### src/rtl/gbhr_spec_ckpt_if.sv
// rtl/gbhr_spec_ckpt_if.sv - branch-history request/status bundle between front end and GBHR
interface gbhr_spec_ckpt_if #(
    parameter int W_HIST = 4,
    parameter int DEPTH  = 4
);
    localparam int CW = $clog2(DEPTH) + 1;

    logic              predict;
    logic              pred_taken;
    logic              resolve;
    logic              act_taken;
    logic [W_HIST-1:0] gbhr;
    logic [W_HIST-1:0] gbhr_commit;
    logic [CW-1:0]     count;
    logic              full;
    logic              empty;
    logic              mispredict;

    modport master (
        output predict, pred_taken, resolve, act_taken,
        input  gbhr, gbhr_commit, count, full, empty, mispredict
    );

    modport slave (
        input  predict, pred_taken, resolve, act_taken,
        output gbhr, gbhr_commit, count, full, empty, mispredict
    );
endinterface

### src/rtl/gbhr_spec_ckpt.sv
// rtl/gbhr_spec_ckpt.sv - speculative global branch history with in-order checkpoint queue
module gbhr_spec_ckpt #(
    parameter int W_HIST = 4,
    parameter int DEPTH  = 4
) (
    input  logic             clk,
    input  logic             rst,
    input  logic             EN,
    gbhr_spec_ckpt_if.slave  bus
);
    localparam int CW = $clog2(DEPTH) + 1;
    localparam int PW = $clog2(DEPTH);

    // One checkpoint: the history before the branch was shifted in, plus its prediction.
    typedef struct packed {
        logic [W_HIST-1:0] hist;
        logic              pred;
    } ckpt_t;

    ckpt_t             mem_q [DEPTH];
    ckpt_t             mem_d [DEPTH];
    logic [W_HIST-1:0] gbhr_q, gbhr_d;
    logic [W_HIST-1:0] commit_q, commit_d;
    logic [CW-1:0]     count_q, count_d;
    logic [PW-1:0]     rd_ptr_q, rd_ptr_d;
    logic [PW-1:0]     wr_ptr_q, wr_ptr_d;
    logic              mispredict_q, mispredict_d;

    logic              full_w;
    logic              empty_w;
    logic              res_valid;
    logic              mis;
    logic              res_ok;
    logic              push;
    ckpt_t             oldest;

    function automatic logic [W_HIST-1:0] shift_in(input logic [W_HIST-1:0] h, input logic b);
        return {h[W_HIST-2:0], b};
    endfunction

    assign full_w  = (count_q == CW'(DEPTH));
    assign empty_w = (count_q == '0);

    // Request decode and next-state: a misprediction flushes the queue and wins over any same-cycle predict.
    always_comb begin
        oldest       = mem_q[rd_ptr_q];
        res_valid    = EN && bus.resolve && !empty_w;
        mis          = res_valid && (bus.act_taken != oldest.pred);
        res_ok       = res_valid && !mis;
        push         = EN && bus.predict && (!full_w || res_ok) && !mis;

        mem_d        = mem_q;
        gbhr_d       = gbhr_q;
        commit_d     = commit_q;
        count_d      = count_q;
        rd_ptr_d     = rd_ptr_q;
        wr_ptr_d     = wr_ptr_q;
        mispredict_d = 1'b0;

        if (push) begin
            mem_d[wr_ptr_q] = '{hist: gbhr_q, pred: bus.pred_taken};
            wr_ptr_d        = wr_ptr_q + PW'(1);
            gbhr_d          = shift_in(gbhr_q, bus.pred_taken);
        end

        if (res_valid) begin
            commit_d = shift_in(oldest.hist, bus.act_taken);
            rd_ptr_d = rd_ptr_q + PW'(1);
        end

        if (mis) begin
            gbhr_d       = shift_in(oldest.hist, bus.act_taken);
            count_d      = '0;
            wr_ptr_d     = rd_ptr_q + PW'(1);
            mispredict_d = 1'b1;
        end else begin
            count_d = count_q + CW'(push) - CW'(res_ok);
        end
    end

    // State registers; reset drops all checkpoints at once.
    always_ff @(posedge clk or negedge rst) begin
        if (!rst) begin
            for (int i = 0; i < DEPTH; i++) begin
                mem_q[i] <= '0;
            end
            gbhr_q       <= '0;
            commit_q     <= '0;
            count_q      <= '0;
            rd_ptr_q     <= '0;
            wr_ptr_q     <= '0;
            mispredict_q <= 1'b0;
        end else begin
            mem_q        <= mem_d;
            gbhr_q       <= gbhr_d;
            commit_q     <= commit_d;
            count_q      <= count_d;
            rd_ptr_q     <= rd_ptr_d;
            wr_ptr_q     <= wr_ptr_d;
            mispredict_q <= mispredict_d;
        end
    end

    assign bus.gbhr        = gbhr_q;
    assign bus.gbhr_commit = commit_q;
    assign bus.count       = count_q;
    assign bus.full        = full_w;
    assign bus.empty       = empty_w;
    assign bus.mispredict  = mispredict_q;
endmodule

### src/flat_wrapper.sv
// flat-port wrapper written by rule: the top's interface ports become plain ports
module gbhr_spec_ckpt_flat 
#(
    parameter int W_HIST = 4,
    parameter int DEPTH  = 4
)
  (clk, rst, EN, bus_predict, bus_pred_taken, bus_resolve, bus_act_taken, bus_gbhr, bus_gbhr_commit, bus_count, bus_full, bus_empty, bus_mispredict);
  gbhr_spec_ckpt_if #(.W_HIST(W_HIST), .DEPTH(DEPTH)) bus_i ();
  input  logic clk;
  input  logic rst;
  input  logic EN;
  input wire logic [$bits(bus_i.predict)-1:0] bus_predict;
  input wire logic [$bits(bus_i.pred_taken)-1:0] bus_pred_taken;
  input wire logic [$bits(bus_i.resolve)-1:0] bus_resolve;
  input wire logic [$bits(bus_i.act_taken)-1:0] bus_act_taken;
  output wire logic [$bits(bus_i.gbhr)-1:0] bus_gbhr;
  output wire logic [$bits(bus_i.gbhr_commit)-1:0] bus_gbhr_commit;
  output wire logic [$bits(bus_i.count)-1:0] bus_count;
  output wire logic [$bits(bus_i.full)-1:0] bus_full;
  output wire logic [$bits(bus_i.empty)-1:0] bus_empty;
  output wire logic [$bits(bus_i.mispredict)-1:0] bus_mispredict;
  assign bus_i.predict = bus_predict;
  assign bus_i.pred_taken = bus_pred_taken;
  assign bus_i.resolve = bus_resolve;
  assign bus_i.act_taken = bus_act_taken;
  assign bus_gbhr = bus_i.gbhr;
  assign bus_gbhr_commit = bus_i.gbhr_commit;
  assign bus_count = bus_i.count;
  assign bus_full = bus_i.full;
  assign bus_empty = bus_i.empty;
  assign bus_mispredict = bus_i.mispredict;
  gbhr_spec_ckpt #(.W_HIST(W_HIST), .DEPTH(DEPTH)) u_core (.clk(clk), .rst(rst), .EN(EN), .bus(bus_i));
endmodule
### config.mk
export PLATFORM = sky130hd
export DESIGN_NAME = gbhr_spec_ckpt_flat
export DESIGN_NICKNAME = d
export VERILOG_FILES = /design/src/rtl/gbhr_spec_ckpt_if.sv /design/src/rtl/gbhr_spec_ckpt.sv /design/src/flat_wrapper.sv
export SDC_FILE = /design/constraint.sdc
export NUM_CORES = 1
export LEC_CHECK = 0
export ABC_CLOCK_PERIOD_IN_PS = 7200
export BUFFER_PORTS_ARGS = -buffer_cell sky130_fd_sc_hd__buf_2
export CAP_MARGIN = 10
export CORE_MARGIN = 4
export CORE_UTILIZATION = 56
export DETAILED_ROUTE_END_ITERATION = 10
export PLACE_DENSITY = 0.78
export SLEW_MARGIN = 20
export SYNTH_ARGS = -nofsm -noshare
export SYNTH_HDL_FRONTEND = slang
export SYNTH_SLANG_ARGS = --single-unit
### constraint.sdc
create_clock -name clk -period 7.2 [get_ports clk]
set_input_delay 0.72 -clock clk [delete_from_list [all_inputs] [get_ports clk]]
set_output_delay 0.72 -clock clk [all_outputs]
set_load 0.05 [all_outputs]
# Word level (Yosys, flattened, before mapping)
# Cells that the tools add are included.
# word_totals
reg_bits	36
latchBits	0
ram_bits	0
rom_bits	0
wordCells	51
n_memories	0
# op_classes
n_addsub	4
multipliers	0
n_div	0
n_lt_le_gt_ge	3
n_eq_ne	2
shift	0
muxes	12
bitwise_logic	2
reduce_logical	14
# ops
operator	count
$bwmux 20	1
$mux 4	4
$bmux 5 s2	1
$demux 5 s2	1
$logic_and 1x1->1	8
$ge 3x3->1 const B	2
$not 2->3	2
$mux 5	1
$add 2x1->2 const B	2
$mux 2	2
$add 3x1->3	1
$eq 3x3->1 const B	1
$logic_not 1->1	3
$logic_not 3->1	1
$lt 3x1->1 const B	1
$mux 3	1
$sub 3x1->3	1
$reduce_bool 2->1	1
$logic_or 1x1->1	1
$mux 1	1
$ne 1x1->1	1

# Depth between registers and ports, before layout
# Gate-level depths: netlist (run 1).
# depth
word_depth	14
ltp_mapped	12

# Worst setup path after synthesis (run 1)
# Ideal clock, no wire load.
# synth_timing
kind	flip-flop to flip-flop
from	register u_core.count_q[1], in the netlist u_core.bus.count[1]
to	register u_core.count_q[2], in the netlist u_core.bus.count[2]
setup_ns	0.120
arrival_time_ns	3.706
t_required_ns	7.080
slack_ns	3.375
path_stages_with_launch	13
n_path_buf	1
path_cell_list	dfrtp_1 -> nor3_1 -> nand3b_1 -> clkbuf_1 -> nor2_1 -> ha_1 -> inv_1 -> ha_1 -> inv_1 -> fa_1 -> xor2_1 -> xnor2_1 -> nor2_1
# synth_between
elab_chain_cells	12
# synth_rtl
element	line	rtl
from (decl)	gbhr_spec_ckpt.sv:24	logic [CW-1:0] count_q, count_d;
from (signal assigned)	gbhr_spec_ckpt.sv:97	count_q <= count_d;
$logic_not 3->1 *	gbhr_spec_ckpt.sv:42	assign empty_w = (count_q == '0);
net bus_empty	flat_wrapper.sv:20	output wire logic [$bits(bus_i.empty)-1:0] bus_empty;
$logic_not 1->1 *	gbhr_spec_ckpt.sv:47	res_valid = EN && bus.resolve && !empty_w;
$logic_and 1x1->1 *	gbhr_spec_ckpt.sv:47	
$logic_and 1x1->1	gbhr_spec_ckpt.sv:48	mis = res_valid && (bus.act_taken != oldest.pred);
$logic_not 1->1	gbhr_spec_ckpt.sv:49, gbhr_spec_ckpt.sv:50	
$logic_and 1x1->1	gbhr_spec_ckpt.sv:49	res_ok = res_valid && !mis;
$logic_or 1x1->1	gbhr_spec_ckpt.sv:50	push = EN && bus.predict && (!full_w || res_ok) && !mis;
$logic_and 1x1->1 (2 in series)	gbhr_spec_ckpt.sv:50	
$add 3x1->3	gbhr_spec_ckpt.sv:77	count_d = count_q + CW'(push) - CW'(res_ok);
$sub 3x1->3	gbhr_spec_ckpt.sv:77	
$mux 3 *	gbhr_spec_ckpt.sv:71	if (mis) begin
net u_core.count_d[2]	gbhr_spec_ckpt.sv:24	
# Mark *: on every way through the listed nets, which the timed path passes. The rest lies on a longest branch.
# A chain may end at the register's enable or synchronous reset.

# Worst setup path in the final report (run 1)
# layout_timing
from	register u_core.rd_ptr_q[0]
to	register u_core.count_q[2], in the netlist u_core.bus.count[2]
# layout_between
elab_chain_cells	14
# layout_rtl
element	line	rtl
from (decl)	gbhr_spec_ckpt.sv:25	logic [PW-1:0] rd_ptr_q, rd_ptr_d;
from (signal assigned)	gbhr_spec_ckpt.sv:98	rd_ptr_q <= rd_ptr_d;
$not 2->3 (implied by the code) *	gbhr_spec_ckpt.sv:46	oldest = mem_q[rd_ptr_q];
$bmux 5 s2 *	gbhr_spec_ckpt.sv:46	
$mux 4 (implied by the code) * (2 in series)	gbhr_spec_ckpt.sv:46	
$ne 1x1->1 *	gbhr_spec_ckpt.sv:48	
$logic_and 1x1->1 *	gbhr_spec_ckpt.sv:48	
$logic_not 1->1	gbhr_spec_ckpt.sv:49, gbhr_spec_ckpt.sv:50	
$logic_and 1x1->1	gbhr_spec_ckpt.sv:49	
$logic_or 1x1->1	gbhr_spec_ckpt.sv:50	
$logic_and 1x1->1 (2 in series)	gbhr_spec_ckpt.sv:50	
$add 3x1->3	gbhr_spec_ckpt.sv:77	
$sub 3x1->3	gbhr_spec_ckpt.sv:77	
$mux 3 *	gbhr_spec_ckpt.sv:71	
net u_core.count_d[2]	gbhr_spec_ckpt.sv:24	
# Mark *: on every way through the listed nets, which the timed path passes. The rest lies on a longest branch. The select of a mux whose other input is x is not followed.

==> results of run 1 <==
[sequential cells by signal, indices dropped and copies added (netlist names)]
signal	count
u_core.bus.mispredict	1
u_core.mem_q	16
u_core.bus.gbhr	4
u_core.bus.gbhr_commit	4
u_core.wr_ptr_q	2
u_core.bus.count	3
u_core.rd_ptr_q	2
[final cells by class]
| cell class | count | area, µm² | area share (%) |
|---|---|---|---|
| tap | 31 | 38.8 | 2.21 |
| clock buffer | 6 | 41.3 | 2.35 |
| multi-input combinational | 81 | 748 | 42.6 |
| inverter | 6 | 22.5 | 1.28 |
| timing repair buffer | 20 | 100 | 5.70 |
| clock inverter | 1 | 5.00 | 0.285 |
| sequential | 32 | 801 | 45.6 |
[critical path, cell delays in order, from the launching register on]
cell and delay (ns):
dfrtp_1 0.59, mux4_2 0.67, xor2_2 0.28, nor2_1 0.08
ha_1 0.28, inv_1 0.06, ha_1 0.13, inv_1 0.05
fa_1 0.37, xor2_1 0.19, xnor2_1 0.15, nor2_1 0.05
[path summary, 6_finish.rpt]
kind,to,slack [ns],cells after the start
min in group clk,u_core.bus.gbhr_commit[3],0.47,2
worst max register to register,u_core.bus.count[2],4.21,11
worst min register to register,u_core.bus.gbhr_commit[3],0.47,2
worst min-delay path,u_core.bus.gbhr_commit[2],0.43,1
worst max-delay path,u_core.bus.count[2],4.21,11
max in group asynchronous,u_core.mem_q[10],6.33,1
[kinds of logic (layout without fill, tap and decap cells)]
family	after synthesis	count (layout)	synth area share (%)
XOR/XNOR	7	7	5.50
AND/OR/NAND/NOR	31	31	8.79
adder cells (fa/ha/maj)	7	7	5.97
buffers and inverters	10	33	2.83
AO/OA/AOI/OAI	16	16	9.73
multiplexers	20	20	17.0
flip-flops	32	32	50.2
[stage by stage]
| stage | instances | setup slack (ns) |
|---|---|---|
| detailed placement | 170 | 4.21 |
| global placement | 170 | 4.27 |
| floorplan | 123 | 3.37 |
| global route | 177 | 4.04 |
| CTS | 177 | 4.18 |
| finish | 177 | 4.21 |
[routing by layer]
layer  wire [µm]  up-vias  GRT usage [%]
met4          72        0           8.18
met5           0        -              0
met1        1210      506           22.7
met2        1480       33           30.7
met3         227        8           6.92
li1            -      488              -
[layout by cell type, fill, tap and decap left out, types with 2 or more instances in the layout]
cell type / Yosys / final
mux4_2: 4 / 4
xnor2_1: 3 / 3
a221o_1: 5 / 5
mux2_2: 16 / 16
clkbuf_4: 0 / 5
xor2_1: 2 / 2
nor2_1: 7 / 7
buf_2: 0 / 20
nor3_1: 3 / 3
nand2_1: 15 / 15
dfrtp_1: 32 / 32
inv_1: 6 / 6
ha_1: 6 / 6
o211ai_2: 4 / 4
[power by group through the flow]
stage / sequential [mW] / combinational [mW] / clock [mW]
after floorplan: 0.428 / 0.291 / 0
after global placement: 0.346 / 0.451 / 0
after detailed placement: 0.353 / 0.465 / 0
after CTS: 0.350 / 0.467 / 0.0973
after global routing: 0.365 / 0.501 / 0.107
final: 0.349 / 0.462 / 0.0926
==> impl_metrics.py, run 1 <==
metrics = {
    "global_route": {
        "grt_max_degree": 33,
        "grt.total_usage_pct": 18.9,
        "antenna_found_initial": 0,
        "grt.overflow.total": 0,
        "grt_pass1_wl_um": 4960,
        "grt_pass1_vias": 1017,
    },
    "floorplan": {
        "initial_utilization_pct": 58.3,
        "io_pins": 21,
        "die_h_um": 61.4,
        "fp.dieW_um": 61.4,
        "die_area_um2": 3760,
        "fp-row-count": 19,
        "coreArea_um2": 2730,
    },
    "clocking": {
        "clock_latency_ns": 0.33,
        "cts-root-buf": "clkbuf_4",
        "tritoncts": "done",
        "cts.sink_count": 32,
        "clkTransAtPathRegs_ns": 0.09,
        "clockBufferDepth": 2,
        "post-cts-setup-buffer-count": 0,
        "cts.htree.levels": 2,
        "cts-buffers-inserted": 5,
        "cts_resized": 0,
        "cts_hold_buf": 0,
    },
    "routing": {
        "drc": 0,
        "vias": 1035,
        "drt-pass1-iter-count": 4,
        "viasPerCell": 5.85,
        "initialDrtViolationCount": 49,
        "wl_per_cell_um": 16.9,
        "wl_um": 2990,
        "ant_nets": 0,
    },
    "synthesis": {
        "synthDistinctLibCells": 30,
        "ys_async_sr_fraction_pct": 100,
        "ys_seq_elements": 32,
        "synth_warnings": 0,
        "synth.cell_area_um2": 1590,
        "yosysTopAreaCell": "dfrtp_1",
        "yosysTopAreaCellShare_pct": 50.2,
        "synth_common_cells": "32 x dfrtp_1, 16 x mux2_2, 15 x nand2_1, 7 x nor2_1",
        "yosysSeqAreaShare_pct": 50.2,
        "synth_nets": 137,
        "avgSynthCellArea_um2": 13.0,
        "synthTopCellsByArea": "dfrtp_1 50%, mux2_2 11%, mux4_2 5.7%",
        "synth_edf_count": 0,
        "synth_ff_type": "dfrtp_1",
        "yosysMostFrequentCell": "dfrtp_1",
        "netlist_instances": 123,
    },
    "power_and_ir_drop": {
        "max-vdd-ir-drop_mv": 0.344,
        "combPwrFrac_pct": 51.2,
        "power_density_nw_per_um2": 514,
        "finalPower_mw": 0.904,
        "p_sw_mw": 0.420,
        "power_frac_seq_pct": 38.6,
        "clockPowerShare_pct": 10.2,
        "sw_frac_of_total_pct": 46.5,
        "p_leak_nw": 0.849,
        "p_int_mw": 0.483,
    },
    "status": {
        "outcome": "finished, final reports clean",
    },
    "critical_path": {
        "timing.rr.start": "u_core.rd_ptr_q[0]",
        "required_ns": 7.43,
        "crit_start": "u_core.rd_ptr_q[0]",
        "worstSetupPathType": "flop to flop",
        "cp_max_fo": 8,
        "cp.arrival_ns": 3.22,
        "endpoint_kind": "flop",
        "start_kind": "flop",
    },
    "sta": {
        "hold_viol_final": 0,
        "max_slew_margin_pct": 53.3,
        "tns_ns": 0,
        "slew_violations": 0,
        "tightestPinTransition_ns": 0.701,
        "fmax_ghz": 0.334,
        "fin_hold_ws_ns": 0.428,
        "rsz0062_at_grt": "false",
        "period_needed_ns": 2.99,
        "finalCritPeriodShare_pct": 41.5,
        "setup_viol": 0,
        "fin_skew_ns": 0.00328,
    },
    "finish": {
        "syn_to_final_growth_pct": 10.2,
        "num-nets-final": 160,
        "fin_util_pct": 64.3,
        "drive_above_1_share_pct": 36.3,
        "design_area_um2": 1760,
        "fillCellCount": 202,
        "num_antenna_cells": 0,
    },
    "place": {
        "gp_congestion": 0.832,
        "dp_hpwl_um": 2140,
        "dpl_cell_area_um2": 1710,
        "port_buffers": 20,
    },
    "worst_hold_path": {
        "hold_class": "input pin to async pin",
    },
    "run": {
        "drv_cap": 0,
    },
}
No activity file was read; power rests on OpenSTA's default activity.
==> inputs of run 2 (changes only) <==
- ABC_CLOCK_PERIOD_IN_PS: 7200 -> 3000
- clock period: 7.2 -> 3 ns (I/O delays scaled with it)
==> impl_metrics.py, run 2 (synthesis results as in run 1) <==
metrics = {
    "clocking": {
        "cts.htree.levels": 2,
        "clock_latency_ns": 0.34,
        "clkTransAtPathRegs_ns": 0.10,
        "cts_hold_buf": 0,
        "cts_resized": 0,
        "post-cts-setup-buffer-count": 0,
        "cts.sink_count": 32,
        "cts-root-buf": "clkbuf_4",
        "clockBufferDepth": 2,
        "cts-buffers-inserted": 5,
        "tritoncts": "done",
    },
    "critical_path": {
        "cp.arrival_ns": 2.92,
        "cp_slowest_stage_delay_ns": 0.61,
        "cp_max_fo": 6,
        "endpoint_kind": "flop",
        "cp_slowest_cell": "mux4_2",
        "start_kind": "flop",
        "rr_endpoint": "u_core.bus.count[2]",
        "worstSetupPathType": "flop to flop",
        "timing.rr.start": "u_core.rd_ptr_q[0]",
        "crit_path_cell_trace": "mux4_2 > xor2_2 > nor2_1 > ha_1 > inv_1 > ha_1 > inv_1 > fa_1 > xor2_1 > xnor2_1 > nor2_1",
        "required_ns": 3.24,
        "rr_worst_depth": 11,
        "r2r_setup_slack_ns": 0.32,
    },
    "sta": {
        "max_slew_margin_pct": 54.6,
        "tns_ns": 0,
        "fin_hold_ws_ns": -0.0116,
        "tightestPinTransition_ns": 0.681,
        "fin_skew_ns": 0.00746,
        "hold_viol_final": 18,
        "rsz0062_at_grt": "false",
        "period_needed_ns": 2.68,
        "finalCritPeriodShare_pct": 89.3,
        "setup_viol": 0,
        "fmax_ghz": 0.373,
        "slew_violations": 0,
    },
    "routing": {
        "drt-pass1-iter-count": 4,
        "vias": 1065,
        "wl_per_cell_um": 17.0,
        "initialDrtViolationCount": 66,
        "ant_nets": 0,
        "viasPerCell": 5.92,
        "wl_um": 3050,
        "drc": 0,
    },
    "global_route": {
        "grt.overflow.total": 0,
        "grt_pass1_wl_um": 4930,
        "grt_max_degree": 33,
        "antenna_found_initial": 0,
        "grt.total_usage_pct": 18.8,
        "grt_pass1_vias": 1088,
    },
    "floorplan": {
        "fp.dieW_um": 61.4,
        "die_area_um2": 3760,
        "initial_utilization_pct": 58.3,
        "coreArea_um2": 2730,
        "die_h_um": 61.4,
        "fp-row-count": 19,
        "io_pins": 21,
    },
    "place": {
        "dp_cells": 172,
        "gp_congestion": 0.795,
        "port_buffers": 20,
        "dp_hpwl_um": 2180,
        "dpl_cell_area_um2": 1740,
    },
    "worst_hold_path": {
        "hold_class": "input pin to async pin",
    },
    "finish": {
        "drive_above_1_share_pct": 40.9,
        "num_antenna_cells": 0,
        "fillCellCount": 216,
        "largest_reg_flops": 16,
        "design_area_um2": 1800,
        "mostFrequentLayoutCells": "29 x dfrtp_1, 20 x buf_2, 16 x mux2_2",
        "syn_to_final_growth_pct": 13.0,
        "largest-register": "u_core.mem_q",
        "num-nets-final": 162,
        "layout_commonest_cell": "dfrtp_1",
        "fin_util_pct": 65.9,
        "layout.cells.non_filler": 180,
    },
    "status": {
        "outcome": "complete, but fails checks",
        "violations": "hold timing",
    },
    "power_and_ir_drop": {
        "max-vdd-ir-drop_mv": 0.933,
        "power_density_nw_per_um2": 1250,
        "p_leak_nw": 0.867,
    },
    "run": {
        "drv_cap": 0,
    },
}
-- run 2: changes by cell type in the layout (fill, tap and decap cells not counted) --
cell and delta:
clkbuf_8 +1, clkinv_2 +1, dfrtp_2 +3, nor3_4 +1, buf_4 +2, clkbuf_1 -1, dfrtp_1 -3, nor3_1 -1
-- run 2: critical path, delay by kind of cell (launching register included) --
kind / cells / cell delay (ns)
XOR/XNOR: 3 / 0.60
multiplexers: 1 / 0.61
adder cells (fa/ha/maj): 3 / 0.77
buffers and inverters: 2 / 0.10
AND/OR/NAND/NOR: 2 / 0.12
flip-flops: 1 / 0.37
-- run 2: cell type report --
cell class / instances / area [µm²] / share of cell area, %
Inverter: 6 / 22.5 / 1.25
Timing Repair Buffer: 22 / 115 / 6.39
Clock inverter: 2 / 10.0 / 0.556
Clock buffer: 6 / 51.3 / 2.85
Tap cell: 31 / 38.8 / 2.15
Sequential cell: 32 / 805 / 44.7
Multi-Input combinational cell: 81 / 759 / 42.2
-- run 2: per-layer routing --
layer / global-route usage (%) / up-vias / wire [µm]
met3: 8.39 / 4 / 191
met4: 7.27 / 0 / 34
met2: 30.4 / 27 / 1550
met5: 0 / - / 0
met1: 22.2 / 543 / 1280
li1: - / 491 / -
-- run 2: through the flow --
step	hold slack [ns]	total power, mW	setup WS, ns
2_1_floorplan	0.00441	1.75	0.00602
3_3_place_gp	0.372	1.96	0.389
3_5_place_dp	0.386	2.00	0.298
4_1_cts	0.0168	2.26	0.290
5_1_grt	0.0223	2.39	0.176
6_report	-0.0116	2.25	0.321
-- run 2: worst max-delay path by stage --
| stage | slack [ns] | cells past startpoint | end | from |
|---|---|---|---|---|
| 2_1_floorplan | 0.006 | 12 | u_core.bus.count[2] | u_core.bus.count[2] |
| 3_3_place_gp | 0.39 | 11 | u_core.bus.count[2] | u_core.rd_ptr_q[0] |
| 3_5_place_dp | 0.30 | 11 | u_core.bus.count[2] | u_core.rd_ptr_q[0] |
| 4_1_cts | 0.29 | 11 | u_core.bus.count[2] | u_core.rd_ptr_q[0] |
| 5_1_grt | 0.18 | 11 | u_core.bus.count[2] | u_core.rd_ptr_q[0] |
| 6_report | 0.32 | 11 | u_core.bus.count[2] | u_core.rd_ptr_q[0] |
-- run 2: power by group --
| group | switching, mW | total [mW] | leakage [nW] | internal, mW |
|---|---|---|---|---|
| registers | 0.192 | 0.835 | 0.393 | 0.643 |
| clock network | 0.147 | 0.258 | 0.0380 | 0.111 |
| logic | 0.699 | 1.15 | 0.437 | 0.454 |
